[config.mk]
export PLATFORM = sky130hd
export DESIGN_NAME = board_fill_engine
export DESIGN_NICKNAME = d
export VERILOG_FILES = /design/src/rtl/board_fill_engine.sv
export SDC_FILE = /design/constraint.sdc
export NUM_CORES = 1
export LEC_CHECK = 0
export BUFFER_PORTS_ARGS = -buffer_cell sky130_fd_sc_hd__buf_4
export CAP_MARGIN = 0
export CORE_MARGIN = 2
export CORE_UTILIZATION = 50
export DETAILED_ROUTE_END_ITERATION = 6
export GPL_TIMING_DRIVEN = 1
export HOLD_SLACK_MARGIN = 0.15
export PLACE_DENSITY_LB_ADDON = 0.15
export SYNTH_ARGS = -nofsm -noshare
export SYNTH_HDL_FRONTEND = slang
export SYNTH_SLANG_ARGS = --single-unit
[constraint.sdc]
create_clock -name clk -period 4.48 [get_ports clk]
set_input_delay 0.672 -clock clk [delete_from_list [all_inputs] [get_ports clk]]
set_output_delay 0.672 -clock clk [all_outputs]
set_load 0.005 [all_outputs]
[src/rtl/board_fill_engine.sv]
// rtl/board_fill_engine.sv - row-major board fill sweeper with cursor writes; `POP_COUNT_EN adds live_count
module board_fill_engine #(
    parameter int                MAP_WIDTH  = 8,
    parameter int                MAP_HEIGHT = 8,
    parameter int                ADDR_W     = 8,
    parameter int                LFSR_W     = 16,
    parameter logic [LFSR_W-1:0] LFSR_TAPS  = 16'hB400,
    parameter int                SEED       = 825
) (
    input  logic              clk,
    input  logic              rst,
    input  logic              mode,
    input  logic              op_start,
    input  logic [1:0]        op_sel,
    input  logic              abort,
    input  logic              cur_set,
    input  logic              cur_clr,
    input  logic [ADDR_W-1:0] cur_x,
    input  logic [ADDR_W-1:0] cur_y,
    output logic [ADDR_W-1:0] pat_addrC,
    output logic [ADDR_W-1:0] pat_addrR,
    input  logic              pat_data,
    input  logic              wr_ready,
    output logic              write_en,
    output logic              write_data,
    output logic [ADDR_W-1:0] wAddrC,
    output logic [ADDR_W-1:0] wAddrR,
    output logic              busy,
`ifdef POP_COUNT_EN
    output logic [2*ADDR_W:0] live_count,
`endif
    output logic              done
);

    typedef enum logic [2:0] {
        S_IDLE,
        S_FETCH,
        S_WRITE,
        S_CUR,
        S_DONE
    } state_t;

    localparam logic [1:0] SEL_CLEAR   = 2'b00;
    localparam logic [1:0] SEL_FILL    = 2'b01;
    localparam logic [1:0] SEL_RANDOM  = 2'b10;
    localparam logic [1:0] SEL_PATTERN = 2'b11;

    localparam logic [ADDR_W-1:0] LAST_C = ADDR_W'(MAP_WIDTH - 1);
    localparam logic [ADDR_W-1:0] LAST_R = ADDR_W'(MAP_HEIGHT - 1);
    localparam logic [LFSR_W-1:0] SEED_V = LFSR_W'(SEED);
    // An all-zero LFSR would lock up, so a zero seed falls back to 1.
    localparam logic [LFSR_W-1:0] SEED_INIT =
        (SEED_V == '0) ? {{(LFSR_W-1){1'b0}}, 1'b1} : SEED_V;

    state_t            state;
    logic [ADDR_W-1:0] col;
    logic [ADDR_W-1:0] row;
    logic [1:0]        sel;
    logic [LFSR_W-1:0] lfsr;

    logic              last_col;
    logic              last_cell;
    logic [ADDR_W-1:0] nxt_col;
    logic [ADDR_W-1:0] nxt_row;
    logic              accept;
    logic [LFSR_W-1:0] lfsr_shift;

    assign last_col   = (col == LAST_C);
    assign last_cell  = last_col && (row == LAST_R);
    assign nxt_col    = last_col ? '0 : col + 1'b1;
    assign nxt_row    = last_col ? row + 1'b1 : row;
    assign accept     = (state == S_WRITE) && wr_ready;
    assign lfsr_shift = {lfsr[LFSR_W-2:0], ^(lfsr & LFSR_TAPS)};

    function automatic logic src_bit(input logic [1:0] s, input logic rnd);
        case (s)
            SEL_CLEAR:  src_bit = 1'b0;
            SEL_FILL:   src_bit = 1'b1;
            SEL_RANDOM: src_bit = rnd;
            default:    src_bit = 1'b0;
        endcase
    endfunction

    always_ff @(posedge clk or negedge rst) begin
        if (!rst) begin
            state      <= S_IDLE;
            col        <= '0;
            row        <= '0;
            sel        <= SEL_CLEAR;
            lfsr       <= SEED_INIT;
            pat_addrC  <= '0;
            pat_addrR  <= '0;
            write_en   <= 1'b0;
            write_data <= 1'b0;
            wAddrC     <= '0;
            wAddrR     <= '0;
            busy       <= 1'b0;
            done       <= 1'b0;
`ifdef POP_COUNT_EN
            live_count <= '0;
`endif
        end else begin
            done <= 1'b0;
            // An aborted-but-accepted random write still consumes its LFSR bit.
            if (accept && sel == SEL_RANDOM) begin
                lfsr <= lfsr_shift;
            end
`ifdef POP_COUNT_EN
            if (accept && write_data) begin
                live_count <= live_count + 1'b1;
            end
`endif
            case (state)
                S_IDLE: begin
                    if (!mode) begin
                        if (op_start) begin
                            sel  <= op_sel;
                            col  <= '0;
                            row  <= '0;
                            busy <= 1'b1;
`ifdef POP_COUNT_EN
                            live_count <= '0;
`endif
                            if (op_sel == SEL_PATTERN) begin
                                state     <= S_FETCH;
                                pat_addrC <= '0;
                                pat_addrR <= '0;
                            end else begin
                                state      <= S_WRITE;
                                write_en   <= 1'b1;
                                wAddrC     <= '0;
                                wAddrR     <= '0;
                                write_data <= src_bit(op_sel, lfsr[0]);
                            end
                        end else if (cur_set || cur_clr) begin
                            state      <= S_CUR;
                            write_en   <= 1'b1;
                            wAddrC     <= cur_x;
                            wAddrR     <= cur_y;
                            write_data <= cur_set;
                        end
                    end
                end
                S_CUR: begin
                    if (wr_ready) begin
                        state      <= S_IDLE;
                        write_en   <= 1'b0;
                        write_data <= 1'b0;
                        wAddrC     <= '0;
                        wAddrR     <= '0;
                    end
                end
                S_FETCH: begin
                    if (abort) begin
                        state <= S_IDLE;
                        busy  <= 1'b0;
                        col   <= '0;
                        row   <= '0;
                    end else begin
                        state      <= S_WRITE;
                        write_en   <= 1'b1;
                        wAddrC     <= col;
                        wAddrR     <= row;
                        write_data <= pat_data;
                    end
                end
                S_WRITE: begin
                    if (abort || (wr_ready && last_cell)) begin
                        state      <= abort ? S_IDLE : S_DONE;
                        done       <= !abort;
                        busy       <= 1'b0;
                        write_en   <= 1'b0;
                        write_data <= 1'b0;
                        wAddrC     <= '0;
                        wAddrR     <= '0;
                        col        <= '0;
                        row        <= '0;
                    end else if (wr_ready) begin
                        col <= nxt_col;
                        row <= nxt_row;
                        if (sel == SEL_PATTERN) begin
                            state     <= S_FETCH;
                            write_en  <= 1'b0;
                            pat_addrC <= nxt_col;
                            pat_addrR <= nxt_row;
                        end else begin
                            wAddrC     <= nxt_col;
                            wAddrR     <= nxt_row;
                            write_data <= src_bit(sel, lfsr_shift[0]);
                        end
                    end
                end
                S_DONE: begin
                    state <= S_IDLE;
                end
                default: begin
                    state <= S_IDLE;
                end
            endcase
        end
    end

endmodule

==> results.txt <==
Placed Instances: 513
crit end category: flip-flop
most numerous cell in the Yosys netlist: dfrtp_1
final setup vio count: 0
hold_buf cts: 0
crit path DAT: 3.40 ns
setup TNS: 0 ns
Mapped Area: 0.004004 mm^2
minimum clock period: 3.166 ns
clock sink total: 73
fillers: 657
Post-synth ARST share: 100.0%
layout cell share with drive strength beyond 1: 33.72%
FF/Latch Area: 0.001834 mm^2
Post-synth EDFFs: 0
post-synth top area share: 41.88%
run status: finished, final reports clean
DRT antenna net count: 0
GPL Wtd Cong: 0.8499
antenna cells: 0
Layout Skew: 0.01068 ns
Synth Net Count: 408
Post-Syn Instances: 373
CTS tree: done
Yosys Warn Count: 0
CP Max Fanout: 9
Starting Density: 51.81%
Internal Power: 1434 uW
Hold Crit Class: in -> async
IO Count: 63
sequential-to-total area share from yosys stat: 45.81%
clk_lat worst skew: 0.35 ns
Final period util: 70.67%
Worst-Margin Slew: 0.9013 ns
die height: 93.49 um
Seq pwr share: 37.5%
Die ar.: 0.008739 mm^2
H-tree lvl count: 3
number of antenna violations at the first check in global routing: 0
global-route wire length before repair: 14850 um
synth cell count leaders: 67 x dfrtp_1, 36 x o21ai_0, 29 x mux2_2
vias per std cell: 5.735
Clock power frac: 23.5%
All-Layer GR Usage: 21.84%
Tot Pwr: 2253 uW
footprint of the multi-input gates: 0.001968 mm^2
final hold vios: 0
switching pwr: 818.6 uW
final net count: 457
CP startpoint kind: flip-flop
Combinational Power Share: 39.0%
cts bufs inserted: 9
cts repair resizes: 0
Max Cap Viol: 0
number of global-route vias before repair: 2911
Synth Register Bits: 73
leakage power total: 0.002188 uW
Crit Path Category: reg -> reg
Rows: 32
setup bufs post-CTS: 0
post-synth top area cell: dfrtp_1
Peak VDD IR: 0.0002778 V
Max Clk Rate: 315.9 MHz
Detailed Place HPWL: 6369 um
gr ovfl total: 0
synth-to-layout area growth: 17.06%
chip width: 93.49 um
Final Max Tran Viols: 0
mean post-synth cell area: 10.73 um^2
Synth area leaders: dfrtp_1 42%, mux2_2 8.2%, o21ai_0 4.5%, dfstp_2 3.9%, mux2_4 3.4%
RSZ-0062 raised after global routing: false
Yosys cell types: 64
WP data required: 4.72 ns
Clock transition at path regs: 0.09 ns
fin cells: 529
largest net degree at the start of global routing: 74
clk root buf: clkbuf_8
IO buf count: 62
Avg WL per Cell: 17.26 um
Clock Tree Buf Depth: 2
ys flop type: dfrtp_1
# DRC: 0
Power Density: 480.7 mW/mm^2
Total Routed Length: 9131 um
Worst slew margin: 39.91%
Sw Ratio: 36.33%
1st-iter DRT viols: 190
DRT Pass-1 Iters: 4
Core Area: 0.007727 mm^2
Via Count: 3034
[per-stage QoR]
stage	hold WS [ns]	setup WS [ns]	util, %	cell area (um^2)
after global placement	0.4671	1.452	58.05	4486
after floorplan	0.3764	2.074	-	4004
final	0.4311	1.314	60.65	4687
after CTS	0.4730	1.321	60.65	4687
after global routing	0.5122	1.146	60.65	4687
after detailed placement	0.4672	1.327	58.05	4486
[layout make-up]
type                    instances  share of cell area [%]
clock buffers                   9                   2.643
clock inverters                 7                   1.655
inverters                      12                  0.9610
multi-input cells             258                   41.99
flip-flops and latches         73                   39.14
well taps                     102                   2.723
repair buffers                 68                   10.89
[metal layers]
| metal | GRT usage, % | up-vias | part of all wire [%] |
|---|---|---|---|
| met5 | 0 | - | 0 |
| met1 | 31.43 | 1460 | 47 |
| li1 | - | 1466 | - |
| met3 | 4.915 | 7 | 6.9 |
| met4 | 5.882 | 0 | 0.72 |
| met2 | 33.33 | 101 | 46 |
[sequential cells by signal (all words and copies together), names as in the netlist]
register and cells:
state 3, wAddrC 8, col 8, row 8
write_data 1, write_en 1, lfsr 16, wAddrR 8
busy 1, pat_addrC 8, sel 2, done 1
pat_addrR 8
[final timing paths]
check                              from            to  slack (ns)  cells after the start
setup reg to reg                 col[0]     wAddrR[0]        1.31                      7
setup / recovery                 col[0]     wAddrR[0]        1.31                      7
min in group clk           pat_addrR[7]  pat_addrR[7]        0.49                      1
hold / removal                      rst     wAddrC[3]        0.43                      1
hold reg to reg            pat_addrR[7]  pat_addrR[7]        0.49                      1
max in group asynchronous           rst        row[2]        3.45                      1
[kinds of logic after synthesis]
kind of cell             Yosys count  share of synthesized area (%)
AND/OR/NAND/NOR                   99                          14.81
AO/OA/AOI/OAI                     95                          16.06
flip-flops                        73                          45.81
buffers and inverters             42                          5.218
multiplexers                      42                          12.53
XOR/XNOR                          14                          3.063
adder cells (fa/ha/maj)            8                          2.500
[critical path, cell delays in order, from the launching register on]
cell and delay, ns:
dfrtp_1 0.46, ha_1 0.34, and4bb_1 0.40, and4_1 0.49
nor2_4 0.08, a211oi_4 0.61, buf_4 0.32, mux2_2 0.35
[power by group through the flow]
| stage | registers, uW | logic (uW) | clock network [uW] |
|---|---|---|---|
| 2_1_floorplan | 833 | 596 | 0 |
| 3_3_place_gp | 856 | 869 | 0 |
| 3_5_place_dp | 858 | 878 | 0 |
| 4_1_cts | 846 | 883 | 536 |
| 5_1_grt | 857 | 958 | 573 |
| 6_report | 845 | 879 | 529 |
[layout by cell type (no fill, tap or decap), drive strengths merged, types with 3 or more instances in the layout]
| cell type | n |
|---|---|
| mux2i | 4 |
| inv | 14 |
| nor2 | 10 |
| nand2b | 7 |
| a21o | 10 |
| clkbuf | 9 |
| mux2 | 38 |
| a22oi | 10 |
| o31ai | 8 |
| dfstp | 6 |
| nand3 | 8 |
| xor2 | 3 |
| o21ai | 37 |
| xnor2 | 11 |
| o21a | 4 |
| a21oi | 10 |
| nor4 | 15 |
| nor3 | 12 |
| clkinvlp | 4 |
| buf | 68 |
| dfrtp | 67 |
| nand2 | 25 |
| ha | 8 |
(Power assumes the default switching activity.)
